===== config.mk =====
export PLATFORM = sky130hd
export DESIGN_NAME = bus_cycle_controller
export DESIGN_NICKNAME = d
export VERILOG_FILES = /design/src/rtl/bus_cycle_controller.sv
export SDC_FILE = /design/constraint.sdc
export NUM_CORES = 1
export LEC_CHECK = 0
export ABC_CLOCK_PERIOD_IN_PS = 3400
export BUFFER_PORTS_ARGS = -buffer_cell sky130_fd_sc_hd__buf_4
export CORE_ASPECT_RATIO = 0.75
export CORE_MARGIN = 2
export CORE_UTILIZATION = 60
export CTS_CLUSTER_DIAMETER = 30
export DETAILED_ROUTE_END_ITERATION = 10
export PLACE_DENSITY = 0.82
export SLEW_MARGIN = 10
export SYNTH_ARGS = -nofsm -noshare
export SYNTH_HDL_FRONTEND = slang
export SYNTH_SLANG_ARGS = --single-unit

===== constraint.sdc =====
create_clock -name CLK -period 3.4 [get_ports CLK]
set_input_delay 0 -clock CLK [delete_from_list [all_inputs] [get_ports CLK]]
set_output_delay 0 -clock CLK [all_outputs]
set_load 0.05 [all_outputs]

===== src/rtl/bus_cycle_controller.sv =====
// 68k-style bus cycle controller: address decode, wait states,
// DTACK/VPA/BERR generation and DUART interrupt acknowledge.
module bus_cycle_controller #(
  parameter int ROM_WAIT     = 2,
  parameter int RAM_WAIT     = 0,
  parameter int IO_WAIT      = 3,
  parameter int BERR_TIMEOUT = 64,
  parameter int DUART_IPL    = 5
) (
  input  logic       CLK,
  input  logic       RST,
  input  logic       AS,
  input  logic       UDS,
  input  logic       LDS,
  input  logic [2:0] FC,
  input  logic [3:0] ADDR_H,
  input  logic [2:0] ADDR_L,
  input  logic       DUART_DTACK,
  output logic       DTACK,
  output logic       BERR,
  output logic       VPA,
  output logic       IACK_DUART
);

  typedef enum logic [2:0] {
    S_IDLE,
    S_COUNT,
    S_EXT,
    S_ACK,
    S_AVEC,
    S_BERR
  } state_t;

  localparam logic [7:0] ROM_W = 8'(ROM_WAIT);
  localparam logic [7:0] RAM_W = 8'(RAM_WAIT);
  localparam logic [7:0] IO_W  = 8'(IO_WAIT);
  localparam logic [7:0] TMO   = 8'(BERR_TIMEOUT);
  localparam logic [2:0] IPL   = 3'(DUART_IPL);

  state_t     state;
  logic [7:0] wait_cnt;
  logic [7:0] wd_cnt;
  logic       ack_en;

  logic       start;
  logic       is_iack;
  logic       is_rom;
  logic       is_ram;
  logic       is_duart;
  logic       is_io;
  logic [7:0] wd_next;
  logic       wd_hit;

  assign start = !AS && (!UDS || !LDS);

  always_comb begin
    is_iack  = 1'b0;
    is_rom   = 1'b0;
    is_ram   = 1'b0;
    is_duart = 1'b0;
    is_io    = 1'b0;
    if (FC == 3'b111 && ADDR_H == 4'hF)
      is_iack = 1'b1;
    else if (ADDR_H == 4'h0)
      is_rom = 1'b1;
    else if (ADDR_H >= 4'h8 && ADDR_H <= 4'hB)
      is_ram = 1'b1;
    else if (ADDR_H >= 4'hC && ADDR_H <= 4'hE)
      is_duart = 1'b1;
    else if (ADDR_H == 4'hF)
      is_io = 1'b1;
  end

  // Watchdog saturates at all-ones rather than wrapping
  assign wd_next = (wd_cnt == 8'hFF) ? wd_cnt : wd_cnt + 8'd1;
  assign wd_hit  = (wd_next >= TMO);

  always_ff @(posedge CLK) begin
    if (!RST) begin
      state      <= S_IDLE;
      wait_cnt   <= 8'd0;
      wd_cnt     <= 8'd0;
      ack_en     <= 1'b0;
      DTACK      <= 1'b1;
      BERR       <= 1'b1;
      VPA        <= 1'b1;
      IACK_DUART <= 1'b1;
    end else begin
      unique case (state)
        S_IDLE: begin
          if (start) begin
            wd_cnt <= 8'd0;
            if (is_iack) begin
              if (ADDR_L == IPL) begin
                state      <= S_EXT;
                ack_en     <= 1'b1;
                IACK_DUART <= 1'b0;
              end else begin
                state <= S_AVEC;
              end
            end else if (is_rom) begin
              wait_cnt <= ROM_W;
              state    <= S_COUNT;
            end else if (is_ram) begin
              wait_cnt <= RAM_W;
              state    <= S_COUNT;
            end else if (is_io) begin
              wait_cnt <= IO_W;
              state    <= S_COUNT;
            end else begin
              // Unmapped cycles have no ack source; watchdog ends them
              ack_en <= is_duart;
              state  <= S_EXT;
            end
          end
        end
        S_COUNT: begin
          if (AS) begin
            state      <= S_IDLE;
            IACK_DUART <= 1'b1;
          end else begin
            wd_cnt <= wd_next;
            if (wait_cnt == 8'd0) begin
              state <= S_ACK;
              DTACK <= 1'b0;
            end else if (wd_hit) begin
              state <= S_BERR;
              BERR  <= 1'b0;
            end else begin
              wait_cnt <= wait_cnt - 8'd1;
            end
          end
        end
        S_EXT: begin
          if (AS) begin
            state      <= S_IDLE;
            IACK_DUART <= 1'b1;
          end else begin
            wd_cnt <= wd_next;
            if (ack_en && !DUART_DTACK) begin
              state <= S_ACK;
              DTACK <= 1'b0;
            end else if (wd_hit) begin
              state <= S_BERR;
              BERR  <= 1'b0;
            end
          end
        end
        S_ACK, S_BERR: begin
          if (AS) begin
            state      <= S_IDLE;
            DTACK      <= 1'b1;
            BERR       <= 1'b1;
            IACK_DUART <= 1'b1;
          end
        end
        S_AVEC: begin
          if (AS) begin
            state <= S_IDLE;
            VPA   <= 1'b1;
          end else begin
            VPA <= 1'b0;
          end
        end
        default: state <= S_IDLE;
      endcase
    end
  end

endmodule


# Yosys cells after proc, flatten, opt, wreduce, memory -nomap -nowiden
# Cells that the tools add are included.
# totals
regBits,24
wordCells,135
inputBits,16
# op_classes
n_eq_ne,29
n_mux,63
add_sub_neg,2
reduce_logical,28
magnitude_cmp,5
# op_table
operator,count
$mux W8,11
$mux W1,34
$ne A2 B2 Y1 const B,16
$pmux W8 S2,2
$mux W3,9
$reduce_and A6 Y1,3
$eq A3 B3 Y1 const B,4
$pmux W3 S4,1
$add A8 B1 Y8 const B,1
$eq A8 B8 Y1 const B,1
$ge A4 B4 Y1 const B,2
$ge A8 B7 Y1 const B,1
$le A4 B4 Y1 const B,2
$logic_not A8 Y1,1
$sub A8 B1 Y8 const B,1
$reduce_and A7 Y1,1
$eq A3 B2 Y1 const B,2
$mux W2,3
$ne A2 B1 Y1 const B,3
$pmux W1 S3,2
$reduce_bool A2 Y1,3
$logic_and A1 B1 Y1,5
$reduce_and A5 Y1,1
$eq A4 B4 Y1 const B,1
13 further kinds,17

# Depth between registers and ports, before layout
# Gate-level depths: netlist (run 1).
# depth
ltp_word,12
mapped_depth,8
ltp_nobuf,8

# Least setup slack after synthesis (run 1)
# OpenSTA, ideal clock, no wires.
# synth_timing
path_type,reg2reg
from,reg wd_cnt[0]
to,reg wait_cnt[5]
n_path_buf,1
arrival_ps,1959
setup_slack_ps,1318
period_less_slack_ps,2082
setup_ps,123
stages_incl_launch_ff,9
t_required_ps,3277
path_cell_list,dfxtp_1 -> ha_1 -> and4_1 -> buf_6 -> and4b_4 -> o41ai_4 -> nor2_4 -> nand3_1 -> mux2_1
# synth_via
elab_chain_len,5
elab_cells_between_ends,6
# synth_lines
element,line,text
start: declaration,42,logic [7:0] wd_cnt;
start signal: assignment,122,wd_cnt <= wd_next;
start signal: assignment,139,wd_cnt <= wd_next;
$add A8 B1 Y8 / $eq A8 B8 Y1 (equally long branches),75,assign wd_next = (wd_cnt == 8'hFF) ? wd_cnt : wd_cnt + 8'd1;
$mux W8 *,75,
$ge A8 B7 Y1 *,76,assign wd_hit = (wd_next >= TMO);
$ne A2 B2 Y1 (no source line) *,-,
$reduce_and A7 Y1 (no source line) *,-,
end signal: assignment,130,wait_cnt <= wait_cnt - 8'd1;
end: declaration,41,logic [7:0] wait_cnt;
# Every way passes the cells marked *; elsewhere a longest branch is shown, timed or not.
# A chain may end at the register's enable or synchronous reset.

# Worst setup path in the final report (run 1)
# layout_timing
from,reg state[2]
to,reg ack_en
# layout_via
elab_chain_len,2
# layout_lines
element,line,text
start: declaration,40,state_t state;
start signal: assignment,80,state <= S_IDLE;
start signal: assignment,95,state <= S_EXT;
start signal: assignment,99,state <= S_AVEC;
$logic_not A3 Y1,89,unique case (state)
$reduce_and A6 Y1 (no source line),-,
end signal: assignment,112,ack_en <= is_duart;
end: declaration,43,logic ack_en;
# Every way passes these cells.

==> metrics.txt, run 1 <==
# TYPE chip_impl_metric gauge
chip_impl_info{name="yosys-top-cells-area",value="sky130_fd_sc_hd__dfxtp_1 31%, sky130_fd_sc_hd__a21oi_1 5.5%, sky130_fd_sc_hd__nor2_1 5.3%"} 1
chip_impl_metric{name="synth-seq-area-share",unit=""} 0.309
chip_impl_metric{name="max-slew-margin-rel",unit=""} 0.572
chip_impl_info{name="outcome",value="finished, final reports clean"} 1
chip_impl_metric{name="first_pass_iters",unit=""} 5
chip_impl_metric{name="syn-instance-count",unit=""} 200
chip_impl_metric{name="timing.critical_path.required",unit="ns"} 3.66
chip_impl_metric{name="antenna_found_initial",unit=""} 0
chip_impl_metric{name="netSwitchingFraction",unit=""} 0.352
chip_impl_metric{name="placedInstanceArea",unit="sq um"} 1700
chip_impl_metric{name="yosysWarnings",unit=""} 0
chip_impl_info{name="worst_hold_path_type",value="input port to flip-flop"} 1
chip_impl_metric{name="grt_start_max_net_pins",unit=""} 19
chip_impl_metric{name="area_growth_syn_to_layout",unit="%"} 15.4
chip_impl_metric{name="multi_input_area",unit="sq um"} 1020
chip_impl_info{name="synth.top_cells.by_count",value="24 x sky130_fd_sc_hd__dfxtp_1, 22 x sky130_fd_sc_hd__nor2_1, 17 x sky130_fd_sc_hd__a21oi_1, 16 x sky130_fd_sc_hd__nand2_1, 15 x sky130_fd_sc_hd__o21ai_0"} 1
chip_impl_metric{name="hpwlAfterDp",unit="microns"} 2750
chip_impl_metric{name="power.sequential.fraction",unit=""} 0.446
chip_impl_metric{name="grt_first_pass_wirelength",unit="microns"} 6020
chip_impl_metric{name="max-cap-violations",unit=""} 0
chip_impl_metric{name="grt.total_usage",unit=""} 0.260
chip_impl_metric{name="report.final.hold_viol_count",unit=""} 0
chip_impl_metric{name="post_drt_via_cell_ratio",unit=""} 6.32
chip_impl_metric{name="ios",unit=""} 20
chip_impl_metric{name="grt_pass1_vias",unit=""} 1386
chip_impl_metric{name="clockPowerShare",unit=""} 0.206
chip_impl_metric{name="static-leakage-power",unit="uW"} 0.000686
chip_impl_metric{name="critical_path_arrival",unit="ns"} 2.61
chip_impl_metric{name="routed_wirelength",unit="microns"} 3690
chip_impl_metric{name="async_flop_share",unit=""} 0
chip_impl_metric{name="report.final.setup_viol",unit=""} 0
chip_impl_metric{name="post-route-min-period",unit="ns"} 2.35
chip_impl_info{name="yosys.cell_count.top_type",value="sky130_fd_sc_hd__dfxtp_1"} 1
chip_impl_metric{name="final_critical_path_setup_slack",unit="ns"} 1.05
chip_impl_info{name="r2r-start",value="state[2]"} 1
chip_impl_metric{name="synth_cell_type_count",unit=""} 53
chip_impl_metric{name="cp_max_fo",unit=""} 18
chip_impl_info{name="grt_setup_unrepaired",value="no"} 1
chip_impl_metric{name="ys_seq_elements",unit=""} 24
chip_impl_metric{name="mean_instance_size_in_the_synthesized_netlist",unit="sq um"} 7.78
chip_impl_metric{name="net-switching-power",unit="uW"} 266
chip_impl_metric{name="vias",unit=""} 1611
chip_impl_metric{name="ctsHtreeMaxLevel",unit=""} 1
chip_impl_metric{name="number_of_synthesized_flops_with_an_enable_pin",unit=""} 0
chip_impl_metric{name="start_util",unit=""} 0.652
chip_impl_info{name="hold_path_sink",value="state[0]"} 1
chip_impl_metric{name="fraction_of_final_layout_cells_with_drive_strength_greater_than_1",unit=""} 0.154
chip_impl_metric{name="powerDensity",unit="nW/um^2"} 421
chip_impl_metric{name="worst_pin_slew",unit="ns"} 0.642
chip_impl_metric{name="fp-row-count",unit=""} 15
chip_impl_info{name="leading_area_contributor_after_synthesis",value="sky130_fd_sc_hd__dfxtp_1"} 1
chip_impl_info{name="timing.rr.end",value="ack_en"} 1
chip_impl_metric{name="detail_route.iter0.violations",unit=""} 121
chip_impl_metric{name="die_height",unit="microns"} 48.1
chip_impl_metric{name="post-route-drc-count",unit=""} 0
chip_impl_info{name="clock_tree_from_tritoncts",value="done"} 1
chip_impl_info{name="clockRootBuffer",value="sky130_fd_sc_hd__clkbuf_4"} 1
chip_impl_metric{name="layout.area.seq",unit="sq um"} 480
chip_impl_metric{name="n_fill_cell",unit=""} 180
chip_impl_metric{name="final_design_area_no_fill",unit="sq um"} 1800
chip_impl_metric{name="core_area",unit="sq um"} 2380
chip_impl_metric{name="minimum_setup_slack_after_placement",unit="ns"} 1.23
chip_impl_info{name="worst_setup_path_start_kind",value="flip-flop"} 1
chip_impl_metric{name="comb_power_share",unit=""} 0.348
chip_impl_metric{name="die_area",unit="sq um"} 3020
chip_impl_metric{name="cts.sink_count",unit=""} 24
chip_impl_metric{name="achievable-frequency",unit="MHz"} 425
chip_impl_metric{name="clock-skew-final",unit="ns"} 0.00517
chip_impl_metric{name="globalRouteOverflowTotal",unit=""} 0
chip_impl_metric{name="r2r.worst_path.cells",unit=""} 6
chip_impl_metric{name="clock_latency",unit="ns"} 0.33
chip_impl_metric{name="worst-r2r-setup-slack",unit="ns"} 1.05
chip_impl_metric{name="num_antenna_cells",unit=""} 0
chip_impl_metric{name="post_synth_instance_area",unit="sq um"} 1560
chip_impl_info{name="min-delay-start",value="AS"} 1
chip_impl_metric{name="min_path_cells",unit=""} 4
chip_impl_metric{name="post-synth-top-area-fraction",unit=""} 0.309
chip_impl_metric{name="dieWidth",unit="microns"} 62.8
chip_impl_metric{name="drv_slew",unit=""} 0
chip_impl_metric{name="post-route-period-util",unit=""} 0.692
chip_impl_metric{name="ant_nets",unit=""} 0
chip_impl_metric{name="numCtsBuffers",unit=""} 3
chip_impl_metric{name="clock_path_buffers",unit=""} 2
chip_impl_metric{name="cts.clk_slew.worst_paths",unit="ns"} 0.13
chip_impl_info{name="top_flip_flop_cell_by_instance_count_after_synthesis",value="sky130_fd_sc_hd__dfxtp_1"} 1
chip_impl_metric{name="layout_nets",unit=""} 241
chip_impl_metric{name="routabilityCongestion",unit=""} 0.933
chip_impl_metric{name="place.port_buffers",unit=""} 19
chip_impl_info{name="path_class",value="flip-flop to flip-flop"} 1
chip_impl_metric{name="timing.setup.tns",unit="ns"} 0
chip_impl_metric{name="synth_nets",unit=""} 219
chip_impl_metric{name="vdd_ir_drop_max",unit="mV"} 0.297
chip_impl_metric{name="worst_hold_slack",unit="ns"} 0.0720
chip_impl_metric{name="avgRoutedWirePerCell",unit="microns"} 14.5
chip_impl_metric{name="internal_power",unit="uW"} 490
chip_impl_info{name="timing.critical_path.to_type",value="flip-flop"} 1
[metal layers]
layer	wire length [microns]	part of all wire	up-vias	GRT usage
li1	-	-	777	-
met1	1610	0.44	730	0.321
met2	1690	0.46	93	0.469
met3	327	0.089	11	0.0531
met4	64	0.017	0	0.111
met5	0	0	-	0
[state kept, by name (all words and copies together), names as in the netlist]
signal and cells:
BERR 1, ack_en 1, wd_cnt 8, VPA 1, wait_cnt 8, IACK_DUART 1
DTACK 1, state 3
[through the flow]
stage	util	std cells	power [uW]
3_3_place_gp	0.713	245	585
5_1_grt	0.753	255	793
3_5_place_dp	0.713	245	597
6_report	0.753	255	756
4_1_cts	0.753	255	756
2_1_floorplan	-	200	532
[cells in the final DEF (no fill, tap or decap), types with 3 or more instances in the layout]
cell                             n
sky130_fd_sc_hd__nor2b_1         6
sky130_fd_sc_hd__dfxtp_1        24
sky130_fd_sc_hd__inv_1           3
sky130_fd_sc_hd__nand3_1        13
sky130_fd_sc_hd__clkbuf_4        3
sky130_fd_sc_hd__a21oi_1        17
sky130_fd_sc_hd__and2_1          4
sky130_fd_sc_hd__and3_1          3
sky130_fd_sc_hd__nor3_1          9
sky130_fd_sc_hd__buf_4          19
sky130_fd_sc_hd__nand2_1        16
sky130_fd_sc_hd__dlygate4sd3_1   6
sky130_fd_sc_hd__nor2_1         22
sky130_fd_sc_hd__xnor2_1         6
sky130_fd_sc_hd__a31oi_1         5
sky130_fd_sc_hd__ha_1            3
sky130_fd_sc_hd__o21ai_0        15
[logic make-up (layout without fill, tap and decap cells)]
family	count (synthesis)	in the layout	share of synthesized area
buf+inv	12	33	0.0362
simple gates	92	92	0.312
compound gates	59	59	0.257
mux	4	4	0.0274
fa+ha+maj	3	3	0.0241
xor+xnor	6	6	0.0338
flops	24	24	0.309
[layout make-up]
class / instances / area share
Inverter: 4 / 0.00836
Multi-Input combinational cell: 164 / 0.567
Clock buffer: 4 / 0.0202
Sequential cell: 24 / 0.268
Timing Repair Buffer: 25 / 0.113
Tap cell: 34 / 0.0237
[power groups by stage]
stage / Clock [uW] / Sequential, uW / Combinational (uW)
detailed placement: 0 / 343 / 254
global placement: 0 / 341 / 245
floorplan: 0 / 333 / 199
finish: 156 / 337 / 263
CTS: 160 / 337 / 260
global route: 164 / 341 / 288
[worst max-delay path by stage]
stage                     startpoint          end  slack (ns)
final                       state[2]       ack_en        1.05
after floorplan            wd_cnt[0]  wait_cnt[5]        1.32
after global placement     wd_cnt[0]  wait_cnt[5]        1.30
after CTS                   state[2]       ack_en        1.11
after detailed placement   wd_cnt[0]  wait_cnt[7]        1.23
after global routing        state[2]       ack_en        0.88
[critical path: stages (launching register included)]
cell	delay, ns
sky130_fd_sc_hd__dfxtp_1	0.53
sky130_fd_sc_hd__nor3_1	0.35
sky130_fd_sc_hd__o221ai_1	0.31
sky130_fd_sc_hd__nor2_1	0.23
sky130_fd_sc_hd__o2111ai_1	0.13
sky130_fd_sc_hd__dlygate4sd3_1	0.57
sky130_fd_sc_hd__a21oi_1	0.15
[repair_timing]
action / in CTS / in global routing
hold buffers: 6 / 0
endpoints found under the hold margin: 6 / 0
endpoints found under the setup margin: 0 / 0
resized for setup: 0 / 0
buffers inserted: 0 / 0
(Power assumes the default switching activity.)
==> inputs of run 2 (changes only) <==
--- a/config.mk
+++ b/config.mk
@@ -5,14 +5,14 @@
 export SDC_FILE = /design/constraint.sdc
 export NUM_CORES = 1
 export LEC_CHECK = 0
-export ABC_CLOCK_PERIOD_IN_PS = 3400
+export ABC_CLOCK_PERIOD_IN_PS = 2060
 export BUFFER_PORTS_ARGS = -buffer_cell sky130_fd_sc_hd__buf_4
 export CORE_ASPECT_RATIO = 0.75
 export CORE_MARGIN = 2
-export CORE_UTILIZATION = 60
+export CORE_UTILIZATION = 51
 export CTS_CLUSTER_DIAMETER = 30
 export DETAILED_ROUTE_END_ITERATION = 10
-export PLACE_DENSITY = 0.82
+export PLACE_DENSITY = 0.74
 export SLEW_MARGIN = 10
 export SYNTH_ARGS = -nofsm -noshare
 export SYNTH_HDL_FRONTEND = slang
==> constraint.sdc (replaced) <==
create_clock -name CLK -period 2.06 [get_ports CLK]
set_input_delay 0 -clock CLK [delete_from_list [all_inputs] [get_ports CLK]]
set_output_delay 0 -clock CLK [all_outputs]
set_load 0.05 [all_outputs]
==> metrics.txt, run 2 (synthesized netlist as in run 1, its figures left out) <==
# TYPE chip_impl_metric gauge
chip_impl_metric{name="avgRoutedWirePerCell",unit="microns"} 15.3
chip_impl_metric{name="numCtsBuffers",unit=""} 3
chip_impl_info{name="grt_setup_unrepaired",value="no"} 1
chip_impl_metric{name="placedInstanceArea",unit="sq um"} 1800
chip_impl_metric{name="drv_slew",unit=""} 0
chip_impl_metric{name="post_drt_via_cell_ratio",unit=""} 6.03
chip_impl_info{name="layout.cells.most_common",value="sky130_fd_sc_hd__buf_4"} 1
chip_impl_metric{name="max-slew-margin-rel",unit=""} 0.685
chip_impl_info{name="top_regs",value="wait_cnt (8), wd_cnt (8), state (3)"} 1
chip_impl_metric{name="grt_first_pass_wirelength",unit="microns"} 6720
chip_impl_metric{name="critical_path_arrival",unit="ns"} 2.10
chip_impl_info{name="timing.critical_path.slowest_stage_cell",value="sky130_fd_sc_hd__o41ai_4"} 1
chip_impl_metric{name="die_area",unit="sq um"} 3510
chip_impl_metric{name="num_antenna_cells",unit=""} 0
chip_impl_info{name="most-common-layout-cells",value="33 x sky130_fd_sc_hd__buf_4, 22 x sky130_fd_sc_hd__nor2_1, 20 x sky130_fd_sc_hd__dfxtp_1, 16 x sky130_fd_sc_hd__nand2_1, 16 x sky130_fd_sc_hd__a21oi_1"} 1
chip_impl_metric{name="grt.total_usage",unit=""} 0.257
chip_impl_metric{name="cts.sink_count",unit=""} 24
chip_impl_metric{name="grt_pass1_vias",unit=""} 1477
chip_impl_metric{name="critical_path.n_buffers_inverters",unit=""} 0
chip_impl_info{name="timing.critical_path.to_type",value="flip-flop"} 1
chip_impl_info{name="path_class",value="flip-flop to flip-flop"} 1
chip_impl_metric{name="core_area",unit="sq um"} 2910
chip_impl_metric{name="timing.setup.tns",unit="ns"} 0
chip_impl_metric{name="final_design_area_no_fill",unit="sq um"} 1920
chip_impl_metric{name="grt_start_max_net_pins",unit=""} 15
chip_impl_metric{name="vias",unit=""} 1616
chip_impl_metric{name="ctsHtreeMaxLevel",unit=""} 1
chip_impl_metric{name="post-route-min-period",unit="ns"} 1.94
chip_impl_metric{name="max-cap-violations",unit=""} 0
chip_impl_metric{name="vdd_ir_drop_max",unit="mV"} 0.608
chip_impl_metric{name="hpwlAfterDp",unit="microns"} 3010
chip_impl_metric{name="clock-skew-final",unit="ns"} 0.0136
chip_impl_info{name="worst_setup_path_start_kind",value="flip-flop"} 1
chip_impl_metric{name="detail_route.iter0.violations",unit=""} 93
chip_impl_metric{name="n_fill_cell",unit=""} 245
chip_impl_metric{name="timing.critical_path.required",unit="ns"} 2.22
chip_impl_metric{name="clock_path_buffers",unit=""} 2
chip_impl_metric{name="post-route-period-util",unit=""} 0.940
chip_impl_metric{name="report.final.setup_viol",unit=""} 0
chip_impl_metric{name="ios",unit=""} 20
chip_impl_metric{name="cp_max_fo",unit=""} 5
chip_impl_info{name="clock_tree_from_tritoncts",value="done"} 1
chip_impl_metric{name="static-leakage-power",unit="uW"} 0.000755
chip_impl_metric{name="start_util",unit=""} 0.534
chip_impl_info{name="path_delay_family",value="simple AND/OR/NAND/NOR gates"} 1
chip_impl_info{name="worst_hold_path_type",value="input port to flip-flop"} 1
chip_impl_info{name="clockRootBuffer",value="sky130_fd_sc_hd__clkbuf_8"} 1
chip_impl_metric{name="post-route-drc-count",unit=""} 0
chip_impl_metric{name="report.final.hold_viol_count",unit=""} 0
chip_impl_info{name="crit_path_cell_trace",value="ha_2 -> and4_4 -> and4b_4 -> o41ai_4 -> nor2_4 -> nand3_1 -> mux2_1"} 1
chip_impl_metric{name="minimum_setup_slack_after_placement",unit="ns"} -0.0134
chip_impl_info{name="outcome",value="finished, final reports clean"} 1
chip_impl_metric{name="final_critical_path_setup_slack",unit="ns"} 0.123
chip_impl_metric{name="layout_nets",unit=""} 250
chip_impl_metric{name="report.power.total",unit="uW"} 1460
chip_impl_metric{name="powerDensity",unit="nW/um^2"} 760
chip_impl_metric{name="globalRouteOverflowTotal",unit=""} 0
chip_impl_metric{name="routed_wirelength",unit="microns"} 4100
chip_impl_metric{name="die_height",unit="microns"} 51.8
chip_impl_metric{name="worst_pin_slew",unit="ns"} 0.468
chip_impl_metric{name="dieWidth",unit="microns"} 67.8
chip_impl_metric{name="cts.clk_slew.worst_paths",unit="ns"} 0.10
chip_impl_metric{name="area_growth_syn_to_layout",unit="%"} 23.4
chip_impl_metric{name="layout.area.seq",unit="sq um"} 485
chip_impl_metric{name="fp-row-count",unit=""} 17
chip_impl_metric{name="first_pass_iters",unit=""} 4
chip_impl_metric{name="clock_latency",unit="ns"} 0.28
chip_impl_metric{name="multi_input_area",unit="sq um"} 1040
chip_impl_metric{name="routabilityCongestion",unit=""} 0.882
chip_impl_metric{name="critPathMaxStageDelay",unit="ns"} 0.37
chip_impl_metric{name="fraction_of_final_layout_cells_with_drive_strength_greater_than_1",unit=""} 0.261
chip_impl_metric{name="achievable-frequency",unit="MHz"} 516
chip_impl_metric{name="place.port_buffers",unit=""} 19
chip_impl_metric{name="antenna_found_initial",unit=""} 0
chip_impl_metric{name="ant_nets",unit=""} 0
chip_impl_metric{name="final_util",unit=""} 0.659
==> run 2: changes by cell type in the layout (fill, tap and decap cells not counted), moves of 2 or more <==
cell / change
sky130_fd_sc_hd__buf_4: +14
sky130_fd_sc_hd__dlygate4sd3_1: -5
sky130_fd_sc_hd__dfxtp_1: -4
sky130_fd_sc_hd__dfxtp_2: +4
sky130_fd_sc_hd__clkbuf_4: -3
sky130_fd_sc_hd__clkbuf_8: +2
sky130_fd_sc_hd__inv_1: -2
sky130_fd_sc_hd__inv_2: +2
sky130_fd_sc_hd__nor3_1: -2
sky130_fd_sc_hd__nor3_2: +2
==> run 2: layout make-up <==
class                   instances  area share
well taps                      38      0.0248
clock inverters                 1      0.0156
multi-input cells             164       0.543
clock buffers                   3      0.0215
inverters                       4     0.00782
repair buffers                 34       0.134
flip-flops and latches         24       0.253
==> run 2: path summary, 6_finish.rpt <==
check | from | to | depth (start not counted) | slack [ns]
worst max-delay path | wd_cnt[0] | wait_cnt[5] | 7 | 0.12
worst min-delay path | ADDR_L[1] | IACK_DUART | 3 | 0.003
worst max register to register | wd_cnt[0] | wait_cnt[5] | 7 | 0.12
worst min register to register | VPA | VPA | 2 | 0.49
==> run 2: metal layers <==
metal | global-route usage | vias up | wire length (microns)
met1 | 0.353 | 753 | 1860
met2 | 0.407 | 59 | 1910
met4 | 0.0680 | 0 | 40
met5 | 0 | - | 0
met3 | 0.0541 | 8 | 299
li1 | - | 796 | -
==> run 2: power by group <==
part           internal [uW]  switching, uW
clock network            260            162
logic                    221            257
registers                509           49.9
==> run 2: metrics by stage <==
stage               hold slack, ns  instances
finish                     0.00268        268
global route                0.0257        268
CTS                        0.00524        268
detailed placement           0.275        262
global placement             0.254        262
floorplan                    0.149        200
==> run 2: what timing repair did <==
item	in CTS	in global routing
hold buffers	1	0
setup endpoints to repair	2	8
hold endpoints to repair	1	0
gates resized for setup	0	13
pin swaps	0	2
setup buffers	1	0
==> run 2: worst reg2reg max path, stage by stage (launching register included) <==
cell                      delay (ns)
sky130_fd_sc_hd__dfxtp_2        0.34
sky130_fd_sc_hd__ha_2           0.20
sky130_fd_sc_hd__and4_4         0.21
sky130_fd_sc_hd__and4b_4        0.20
sky130_fd_sc_hd__o41ai_4        0.37
sky130_fd_sc_hd__nor2_4         0.08
sky130_fd_sc_hd__nand3_1        0.11
sky130_fd_sc_hd__mux2_1         0.31
